--- src/rtl/uart_rx_ctrl.sv ---
`default_nettype none
// ============================================================================
// Module  : uart_rx_ctrl
// Brief   : 8N1 serial receive controller with mid-bit sampling, stop-bit
//           check, FWFT byte FIFO (valid/ready), rts flow control and
//           framing-error / overrun pulses.
// Revision: 1.0 - initial release
// ============================================================================
module uart_rx_ctrl #(
  parameter int BIT_CLK    = 87,
  parameter int FIFO_DEPTH = 4,
  parameter int RTS_THRESH = 3
) (
  input  logic                          clk,
  input  logic                          reset,
  input  logic                          rxd,
  output logic                          rts,
  output logic [7:0]                    rx_data,
  output logic                          rx_valid,
  input  logic                          rx_ready,
  output logic                          frame_err,
  output logic                          overrun,
  output logic [$clog2(FIFO_DEPTH):0]   fifo_level
);

  localparam int CW = $clog2(BIT_CLK);
  localparam int AW = $clog2(FIFO_DEPTH);

  localparam logic [CW-1:0] c_half   = CW'(BIT_CLK / 2 - 1);
  localparam logic [CW-1:0] c_full   = CW'(BIT_CLK - 1);
  localparam logic [AW:0]   c_depth  = (AW + 1)'(FIFO_DEPTH);
  localparam logic [AW:0]   c_thresh = (AW + 1)'(RTS_THRESH);

  localparam logic [2:0] c_idle  = 3'd0;
  localparam logic [2:0] c_start = 3'd1;
  localparam logic [2:0] c_data  = 3'd2;
  localparam logic [2:0] c_stop  = 3'd3;
  localparam logic [2:0] c_break = 3'd4;

  logic          r_sync1, r_sync2;
  logic [2:0]    r_state;
  logic [CW-1:0] r_cnt;
  logic [2:0]    r_bidx;
  logic [7:0]    r_shift;

  logic [7:0]    r_mem [FIFO_DEPTH];
  logic [AW:0]   r_wptr, r_rptr;
  logic [7:0]    r_data;
  logic          r_rts, r_ferr, r_ovr;

  logic          w_rxs;
  logic          w_stop_hit, w_push, w_ferr;
  logic [AW:0]   w_level, w_level_nxt, w_wptr_nxt, w_rptr_nxt;
  logic          w_empty, w_full, w_pop, w_wr;
  logic [7:0]    w_head_nxt;

  always_ff @(posedge clk or negedge reset) begin
    if (!reset) begin
      r_sync1 <= 1'b1;
      r_sync2 <= 1'b1;
    end else begin
      r_sync1 <= rxd;
      r_sync2 <= r_sync1;
    end
  end

  assign w_rxs = r_sync2;

  always_ff @(posedge clk or negedge reset) begin
    if (!reset) begin
      r_state <= c_idle;
      r_cnt   <= '0;
      r_bidx  <= '0;
      r_shift <= '0;
    end else begin
      r_cnt <= r_cnt + 1'b1;
      case (r_state)
        c_idle: begin
          r_cnt <= '0;
          if (!w_rxs) r_state <= c_start;
        end
        // A start bit still low at its midpoint is real; otherwise a glitch.
        c_start: begin
          if (r_cnt == c_half) begin
            r_cnt   <= '0;
            r_bidx  <= '0;
            r_state <= w_rxs ? c_idle : c_data;
          end
        end
        c_data: begin
          if (r_cnt == c_full) begin
            r_cnt           <= '0;
            r_shift[r_bidx] <= w_rxs;
            r_bidx          <= r_bidx + 1'b1;
            if (r_bidx == 3'd7) r_state <= c_stop;
          end
        end
        c_stop: begin
          if (r_cnt == c_full) begin
            r_cnt   <= '0;
            r_state <= w_rxs ? c_idle : c_break;
          end
        end
        // Held-low line: wait for idle so a break reports only one error.
        c_break: begin
          r_cnt <= '0;
          if (w_rxs) r_state <= c_idle;
        end
        default: begin
          r_state <= c_idle;
          r_cnt   <= '0;
        end
      endcase
    end
  end

  assign w_stop_hit = (r_state == c_stop) && (r_cnt == c_full);
  assign w_push     = w_stop_hit && w_rxs;
  assign w_ferr     = w_stop_hit && !w_rxs;

  assign w_level     = r_wptr - r_rptr;
  assign w_empty     = (w_level == '0);
  assign w_full      = (w_level == c_depth);
  assign w_pop       = !w_empty && rx_ready;
  assign w_wr        = w_push && (!w_full || w_pop);
  assign w_wptr_nxt  = r_wptr + (AW + 1)'(w_wr);
  assign w_rptr_nxt  = r_rptr + (AW + 1)'(w_pop);
  assign w_level_nxt = w_wptr_nxt - w_rptr_nxt;

  // The new head is the byte being written only when the FIFO drains to it this cycle.
  assign w_head_nxt = (w_wr && (w_rptr_nxt[AW-1:0] == r_wptr[AW-1:0])) ?
                      r_shift : r_mem[w_rptr_nxt[AW-1:0]];

  always_ff @(posedge clk) begin
    if (w_wr) r_mem[r_wptr[AW-1:0]] <= r_shift;
  end

  always_ff @(posedge clk or negedge reset) begin
    if (!reset) begin
      r_wptr <= '0;
      r_rptr <= '0;
      r_data <= '0;
      r_rts  <= 1'b1;
      r_ferr <= 1'b0;
      r_ovr  <= 1'b0;
    end else begin
      r_wptr <= w_wptr_nxt;
      r_rptr <= w_rptr_nxt;
      if (w_level_nxt != '0) r_data <= w_head_nxt;
      r_rts  <= (w_level_nxt < c_thresh);
      r_ferr <= w_ferr;
      r_ovr  <= w_push && w_full && !w_pop;
    end
  end

  assign rts        = r_rts;
  assign rx_data    = r_data;
  assign rx_valid   = !w_empty;
  assign frame_err  = r_ferr;
  assign overrun    = r_ovr;
  assign fifo_level = w_level;

endmodule
`default_nettype wire

--- config.mk ---
export PLATFORM = sky130hd
export DESIGN_NAME = uart_rx_ctrl
export DESIGN_NICKNAME = d
export VERILOG_FILES = /design/src/rtl/uart_rx_ctrl.sv
export SDC_FILE = /design/constraint.sdc
export NUM_CORES = 1
export LEC_CHECK = 0
export ABC_CLOCK_PERIOD_IN_PS = 3300
export CAP_MARGIN = 40
export CORE_MARGIN = 2
export CORE_UTILIZATION = 53
export CTS_CLUSTER_SIZE = 12
export DETAILED_ROUTE_END_ITERATION = 7
export PLACE_DENSITY = 0.81
export SYNTH_ARGS = -nofsm -noshare
export SYNTH_HDL_FRONTEND = slang
export SYNTH_SLANG_ARGS = --single-unit
--- constraint.sdc ---
create_clock -name clk -period 3.3 [get_ports clk]
set_input_delay 0.33 -clock clk [delete_from_list [all_inputs] [get_ports clk]]
set_output_delay 0.33 -clock clk [all_outputs]
set_load 0.01 [all_outputs]
==> key figures, run 1 <==
Detailed routing
  • Vias: 2063
  • Total routed wirelength: 6080 µm
  • ANT nets after route: 0
  • Vias per Instance: 5.71
  • 1st-iter DRT viols: 106
  • DRC Markers: 0
  • Drt first pass iters: 4
  • Wire per inst: 16.8 µm

Power
  • Sw Ratio: 22.5%
  • Cell Pwr Density: 391 mW/mm²
  • NetSw: 0.357 mW
  • Peak VDD IR: 0.346 mV
  • Flop pwr share: 59.8%
  • Leak pwr: 1.73 nW
  • P_int: 1.23 mW
  • Clock power share: 37.2%
  • Comb pwr share: 2.9%
  • Pwr Total: 1.58 mW

STA
  • RSZ-0062 raised after global routing: true
  • Relative slew margins: 65.8%
  • Final min period: 3.29 ns
  • Max Slew Vio Count: 0
  • Fin crit share: 99.8%
  • Fmax: 304 MHz
  • Final Skew: 0.00955 ns
  • Endpoints failing setup: 0
  • Hold Vio Cnt, Final: 0
  • Tightest Pin Transition: 0.512 ns
  • Final worst slack: 0.00635 ns

Finish
  • N_diodes: 0
  • Final nets: 297
  • Commonest non-fill, non-tap cell in the layout: dfrtp_1
  • Area Overhead vs Synth: 22.9%
  • Layout cell share with drive strength beyond 1: 31.5%
  • Final cell count without fillers: 361
  • Fin util: 68.1%
  • Most frequent cells in the layout: dfrtp_1 (37), edfxtp_1 (32), buf_4 (22), clkdlybuf4s50_1 (17), nor2_1 (12)
  • Fillers: 399

Global routing
  • GR Util All Layers: 18.8%
  • Vias in the first global route: 2054
  • GR Overflow Total: 0
  • First-pass GRT wire length: 10000 µm
  • Largest net degree at the start of global routing: 28
  • Antenna violations before repair: 0

Critical path
  • Worst-path cell chain: ha_4 > fa_2 > inv_2 > or3_4 > and2_4 > ha_4 > ha_4 > fa_2 > nand2_4 > or2_4 > a31oi_4
  • Max stage delay cell, worst path: fa_2
  • Crit Path Class: flip-flop to flip-flop
  • Worst Path Buf+Inv: 1
  • CP dominant cell by count: ha_4
  • Crit path DAT: 3.57 ns
  • Critical path fanouts, max: 8
  • Crit path launch type: flip-flop
  • CP Capture Type: flip-flop
  • R2R Setup Slk: 0.006 ns
  • CP peak stage delay: 0.60 ns
  • WP data required: 3.57 ns
  • Delay-heaviest family, CP: adder cells

Logic synthesis
  • Syn Area/Cell: 13.9 µm²
  • Synth Area in XOR/XNOR: 3.90%
  • Synth unique cells: 43
  • Post-Syn Instances: 237
  • Proportion of netlist area held by the largest area contributor: 29.1%
  • EDFF count, synth: 32
  • Largest family of logic cells by synthesized area: simple AND/OR/NAND/NOR gates
  • Asr flop ratio synth: 55.6%
  • Synthesized Nets: 253
  • Synth area leaders: edfxtp_1 (29%), dfrtp_1 (28%), mux4_2 (6.1%), ha_1 (3.8%), a31oi_2 (3.0%)
  • Yosys reg bits: 72
  • Post-synthesis mux area share: 8.19%
  • Cell taking the most area after synthesis: edfxtp_1
  • Warnings from Yosys: 0
  • Synthesized area: 0.00330 mm²
  • Post-Synth Simple-Gate Area: 12.8%
  • Sequential element share of the synthesized area: 59.6%
  • Synth Area in Compound Gates: 7.73%
  • Synth Area in Adders: 5.00%
  • Synth Flop Type: dfrtp_1

Floorplanning
  • FP Rows: 28
  • Width of the die: 82.9 µm
  • Core footprint: 0.00596 mm²
  • Starting density of the core: 55.4%
  • Die height: 82.9 µm
  • Die area: 0.00687 mm²
  • Io pins: 19

Placement
  • Gpl congestion: 0.795
  • DP Wirelength: 4230 µm
  • Placed cell count: 343
  • Worst slack at placement: -0.265 ns
  • IO buf count: 18

Clock tree
  • Clock Path Buffers: 2
  • Htree depth: 3
  • Worst skew pair latency: 0.35 ns
  • CTS Root Cell: clkbuf_8
  • Clk slew on worst S/H paths: 0.07 ns
  • TritonCTS clock tree: done
  • CTS sink cnt: 72
  • Cts bufs inserted: 9

Hold path
  • Worst min path class: flip-flop to flip-flop

Status
  • Status: complete, no violations

Flow run
  • # Max-Cap Violations: 0
flip-flops by register name, summed over array words and instances (netlist names):
name and cells:
frame_err 1, rx_data 8, rts 1, r_sync2 1, r_state 3, r_sync1 1
r_bidx 3, r_wptr 3, r_mem 32, r_shift 8, r_rptr 3, overrun 1
r_cnt 7
final timing paths:
| check | to | depth (start not counted) | start |
|---|---|---|---|
| setup reg to reg | rx_data[6]$_DFFE_PN0P_ | 11 | r_rptr[0]$_DFF_PN0_ |
| max in group asynchronous | r_sync1$_DFF_PN1_ | 3 | reset |
| hold / removal | r_sync2$_DFF_PN1_ | 0 | r_sync1$_DFF_PN1_ |
| setup / recovery | rx_data[6]$_DFFE_PN0P_ | 11 | r_rptr[0]$_DFF_PN0_ |
| min in group asynchronous | rx_data[3]$_DFFE_PN0P_ | 2 | reset |
| hold reg to reg | r_sync2$_DFF_PN1_ | 0 | r_sync1$_DFF_PN1_ |
through the flow:
stage          area (µm²)  TNS, ns  hold slack, ns
2_1_floorplan        3360    -2.25          0.0344
3_3_place_gp         3740    -1.21           0.346
3_5_place_dp         3760    -1.89           0.246
4_1_cts              4000  -0.0123           0.360
5_1_grt              4060   -0.565           0.366
6_report             4060        0           0.358
synth_stat cells (2+ instances only):
cell type	n
mux2_1	3
mux2_2	3
fa_1	2
xor2_1	6
nand2_1	6
a311oi_1	2
o21ai_0	11
and2_1	3
clkbuf_1	4
a31oi_2	8
nand4_1	11
or3_1	2
nand3_1	5
mux4_2	9
nand3b_1	2
and3_1	5
xnor2_1	3
a22o_1	2
buf_2	5
nor2_1	13
dfstp_2	3
xor3_2	2
o31ai_1	3
inv_1	11
dfrtp_1	37
ha_1	10
nor2b_1	5
edfxtp_1	32
nor3_1	15
worst reg2reg max path: stages, from the launching register on:
cell and delay [ns]:
dfrtp_1 0.42, ha_4 0.18, fa_2 0.54, inv_2 0.04, or3_4 0.37, and2_4 0.17, ha_4 0.15, ha_4 0.22
fa_2 0.60, nand2_4 0.06, or2_4 0.31, a31oi_4 0.16
cell families after synthesis:
kind of cell    count (synthesis)
xor+xnor                       11
buf+inv                        21
simple gates                   74
mux                            15
fa+ha+maj                      12
flops                          72
compound gates                 32
layout make-up:
class,instances,area [µm²],share of cell area (%)
well taps,75,93.8,2.31
multi-input cells,144,1410,34.7
inverters,11,41.3,1.02
flip-flops and latches,72,1970,48.4
clock inverters,6,37.5,0.925
clock buffers,10,128,3.15
repair buffers,43,385,9.50
per-layer routing:
| layer | part of all wire [%] | GRT usage, % | routed length (µm) |
|---|---|---|---|
| met3 | 3.3 | 4.47 | 198 |
| met4 | 2.0 | 8.49 | 119 |
| met5 | 0 | 0 | 0 |
| met2 | 49 | 30.6 | 3000 |
| met1 | 45 | 24.1 | 2760 |
power by group through the flow:
stage	logic (mW)	registers, mW	clock network (mW)
finish	0.0466	0.949	0.590
global route	0.0538	0.950	0.641
CTS	0.0478	0.949	0.604
detailed placement	0.0467	0.967	0
global placement	0.0424	0.967	0
floorplan	0.0286	0.962	0
repair_timing:
action                                  CTS  global route
hold buffers                              1             0
endpoints found under the setup margin    8             8
setup buffers                             0             1
gates resized for setup                  14            17
pin swaps                                 2             2
endpoints found under the hold margin    12             0
No activity file was read; power rests on OpenSTA's default activity.
==> run 2, diff against run 1 <==
--- a/config.mk
+++ b/config.mk
@@ -7,11 +7,12 @@
 export LEC_CHECK = 0
 export ABC_CLOCK_PERIOD_IN_PS = 3300
 export CAP_MARGIN = 40
-export CORE_MARGIN = 2
-export CORE_UTILIZATION = 53
+export CORE_MARGIN = 5
+export CORE_UTILIZATION = 55
+export CTS_BUF_LIST = sky130_fd_sc_hd__clkbuf_2 sky130_fd_sc_hd__clkbuf_4 sky130_fd_sc_hd__clkbuf_8
 export CTS_CLUSTER_SIZE = 12
 export DETAILED_ROUTE_END_ITERATION = 7
-export PLACE_DENSITY = 0.81
+export PLACE_DENSITY = 0.83
 export SYNTH_ARGS = -nofsm -noshare
 export SYNTH_HDL_FRONTEND = slang
 export SYNTH_SLANG_ARGS = --single-unit
==> run 2 against run 1 <==
The run now ends with negative setup slack left. Total power is 7.1% higher. Core utilization is 1.5 points higher. Fmax is 1.7% lower. Sequential power hardly changed.
==> key figures, run 2 (same netlist as run 1, synthesis figures left out) <==
Detailed routing
  • Total routed wirelength: 6350 µm (+4.5%)
  • Wire per inst: 17.6 µm (+4.5%)
  • Drt first pass iters: 4 (unchanged)
  • Met2 routed WL: 3290 µm (+9.7%)
  • Vias per Instance: 5.78 (+1.2%)
  • Top routing layer in use: met4
  • ANT nets after route: 0 (unchanged)
  • Vias: 2087 (+1.2%)
  • DRC Markers: 0 (unchanged)
  • 1st-iter DRT viols: 75 (-29%)
  • Routed metal-1 wirelength: 2650 µm (-4.0%)
  • Met3 WL: 255 µm (+29%)

Finish
  • Final nets: 297 (unchanged)
  • Most frequent cells in the layout: dfrtp_1 (37), edfxtp_1 (32), buf_4 (21), clkdlybuf4s50_1 (17), nor2_1 (12)
  • Layout cell share with drive strength beyond 1: 34.6% (+3.1 points)
  • Seq. cell area: 0.00197 mm² (unchanged)
  • Fin util: 69.6% (+1.5 points)
  • Area Overhead vs Synth: 24.2%
  • Fillers: 398 (-0.25%)
  • Commonest non-fill, non-tap cell in the layout: dfrtp_1
  • Footprint of the multi-input gates: 0.00141 mm² (+0.27%)
  • Largest register FFs: 32 (unchanged)
  • N_diodes: 0 (unchanged)

Critical path
  • Crit path DAT: 3.62 ns (+0.05 ns)
  • Critical path fanouts, max: 8 (unchanged)
  • Crit Path Class: flip-flop to flip-flop
  • CP Capture Type: flip-flop
  • WP data required: 3.57 ns (about the same)
  • Crit path launch type: flip-flop

Power
  • Sw Ratio: 20.2% (-2.3 points)
  • P_int: 1.35 mW (+10%)
  • Peak VDD IR: 0.262 mV (-24%)
  • Flop pwr share: 55.9% (-3.9 points)
  • Cell Pwr Density: 414 mW/mm² (+6.0%)
  • Comb pwr share: 2.7% (-0.2 points)
  • Leak pwr: 1.74 nW (+0.72%)
  • Clock power share: 41.3% (+4.1 points)
  • NetSw: 0.343 mW (-4.0%)

Global routing
  • Vias in the first global route: 2193 (+6.8%)
  • Largest net degree at the start of global routing: 28 (unchanged)
  • First-pass GRT wire length: 10900 µm (+8.7%)
  • GR Util All Layers: 19.0% (+0.18 points)
  • Antenna violations before repair: 0 (unchanged)
  • GR Overflow Total: 0 (unchanged)

Clock tree
  • CTS sink cnt: 72 (unchanged)
  • Cts bufs inserted: 9 (unchanged)
  • Clock Path Buffers: 2 (unchanged)
  • TritonCTS clock tree: done
  • Htree depth: 3 (unchanged)
  • CTS Root Cell: clkbuf_8
  • Clk slew on worst S/H paths: 0.07 ns (about the same)
  • Worst skew pair latency: 0.34 ns (about the same)

Floorplanning
  • Width of the die: 87.5 µm (+5.5%)
  • FP Rows: 28 (unchanged)
  • Die height: 87.5 µm (+5.5%)
  • Core footprint: 0.00589 mm² (-1.2%)
  • Io pins: 19 (unchanged)
  • Starting density of the core: 56.1% (+0.66 points)
  • Die area: 0.00765 mm² (+11%)

STA
  • Final min period: 3.35 ns (+0.0572 ns)
  • Final worst slack: -0.0509 ns (-0.0572 ns)
  • Max Slew Vio Count: 0 (unchanged)
  • Relative slew margins: 60.4% (-5.4 points)
  • Fmax: 298 MHz (-1.7%)
  • Hold Vio Cnt, Final: 0 (unchanged)
  • Final Skew: 0.00665 ns (-0.00290 ns)
  • Tightest Pin Transition: 0.592 ns (+0.0802 ns)
  • Hold_ws: 0.356 ns (-0.00179 ns)
  • Endpoints failing setup: 8 (+8)
  • Fin crit share: 102% (+1.7 points)
  • RSZ-0062 raised after global routing: true

Placement
  • DP Wirelength: 4580 µm (+8.2%)
  • Worst slack at placement: -0.316 ns (-0.0513 ns)
  • Gpl congestion: 0.784 (-1.4%)
  • IO buf count: 18 (unchanged)

Flow run
  • # Max-Cap Violations: 0 (unchanged)

Status
  • Status: complete, but fails checks
  • Failing checks: negative setup slack

Hold path
  • Worst min path class: flip-flop to flip-flop
## run 2: cell count changes in the layout (fill, tap and decap cells not counted), moves of 2 or more
cell	delta
o21ai_2	+8
nor3_4	-4
clkbuf_4	+3
o21ai_1	-8
nor3_2	+4
buf_6	+2
## run 2: cell type report
class,instances,share of cell area [%]
timing repair buffer,43,9.40
clock inverter,3,1.04
sequential,72,48.0
multi-input combinational,144,34.4
inverter,11,1.01
tap,75,2.29
clock buffer,13,3.91
## run 2: metal layers
metal  track usage [%]  up-vias
met5                 0        -
met4              8.79        0
met3              4.26       17
met2              31.6       43
met1              23.5     1047
li1                  -      980
## run 2: timing repair
item,in CTS,in global routing
hold endpoints to repair,12,0
hold buffers,1,0
resized for setup,17,17
pin swaps,3,1
buffers inserted,0,1
endpoints found under the setup margin,8,8
## run 2: stage by stage
step / std cells / power (mW) / area [µm²] / setup TNS, ns
finish: 361 / 1.70 / 4100 / -0.283
global route: 361 / 1.77 / 4100 / -0.921
CTS: 360 / 1.72 / 4060 / -0.120
detailed placement: 343 / 1.01 / 3760 / -2.18
global placement: 342 / 1.01 / 3740 / -1.18
floorplan: 237 / 0.991 / 3360 / -2.25
## run 2: power groups by stage
stage,logic (mW),clock network [mW],registers (mW)
global route,0.0545,0.764,0.950
finish,0.0462,0.701,0.949
global placement,0.0419,0,0.967
floorplan,0.0286,0,0.962
detailed placement,0.0459,0,0.967
CTS,0.0470,0.720,0.949
## run 2: worst max-delay path, cell delays in order (launching register included)
cell     delay, ns
dfrtp_1       0.42
ha_4          0.18
fa_2          0.35
xor3_2        0.26
or3_4         0.40
and2_4        0.18
ha_4          0.22
ha_4          0.16
fa_2          0.37
xor3_2        0.25
or2_4         0.33
a31oi_4       0.16
## run 2: path summary, 6_finish.rpt
path | endpoint | startpoint | cells after the start | slack [ns]
setup / recovery | rx_data[6]$_DFFE_PN0P_ | r_rptr[0]$_DFF_PN0_ | 11 | -0.05
hold / removal | r_sync2$_DFF_PN1_ | r_sync1$_DFF_PN1_ | 0 | 0.36
setup reg to reg | rx_data[6]$_DFFE_PN0P_ | r_rptr[0]$_DFF_PN0_ | 11 | -0.05
hold reg to reg | r_sync2$_DFF_PN1_ | r_sync1$_DFF_PN1_ | 0 | 0.36
max in group asynchronous | r_sync1$_DFF_PN1_ | reset | 3 | 2.36
min in group asynchronous | r_rptr[1]$_DFF_PN0_ | reset | 2 | 0.41
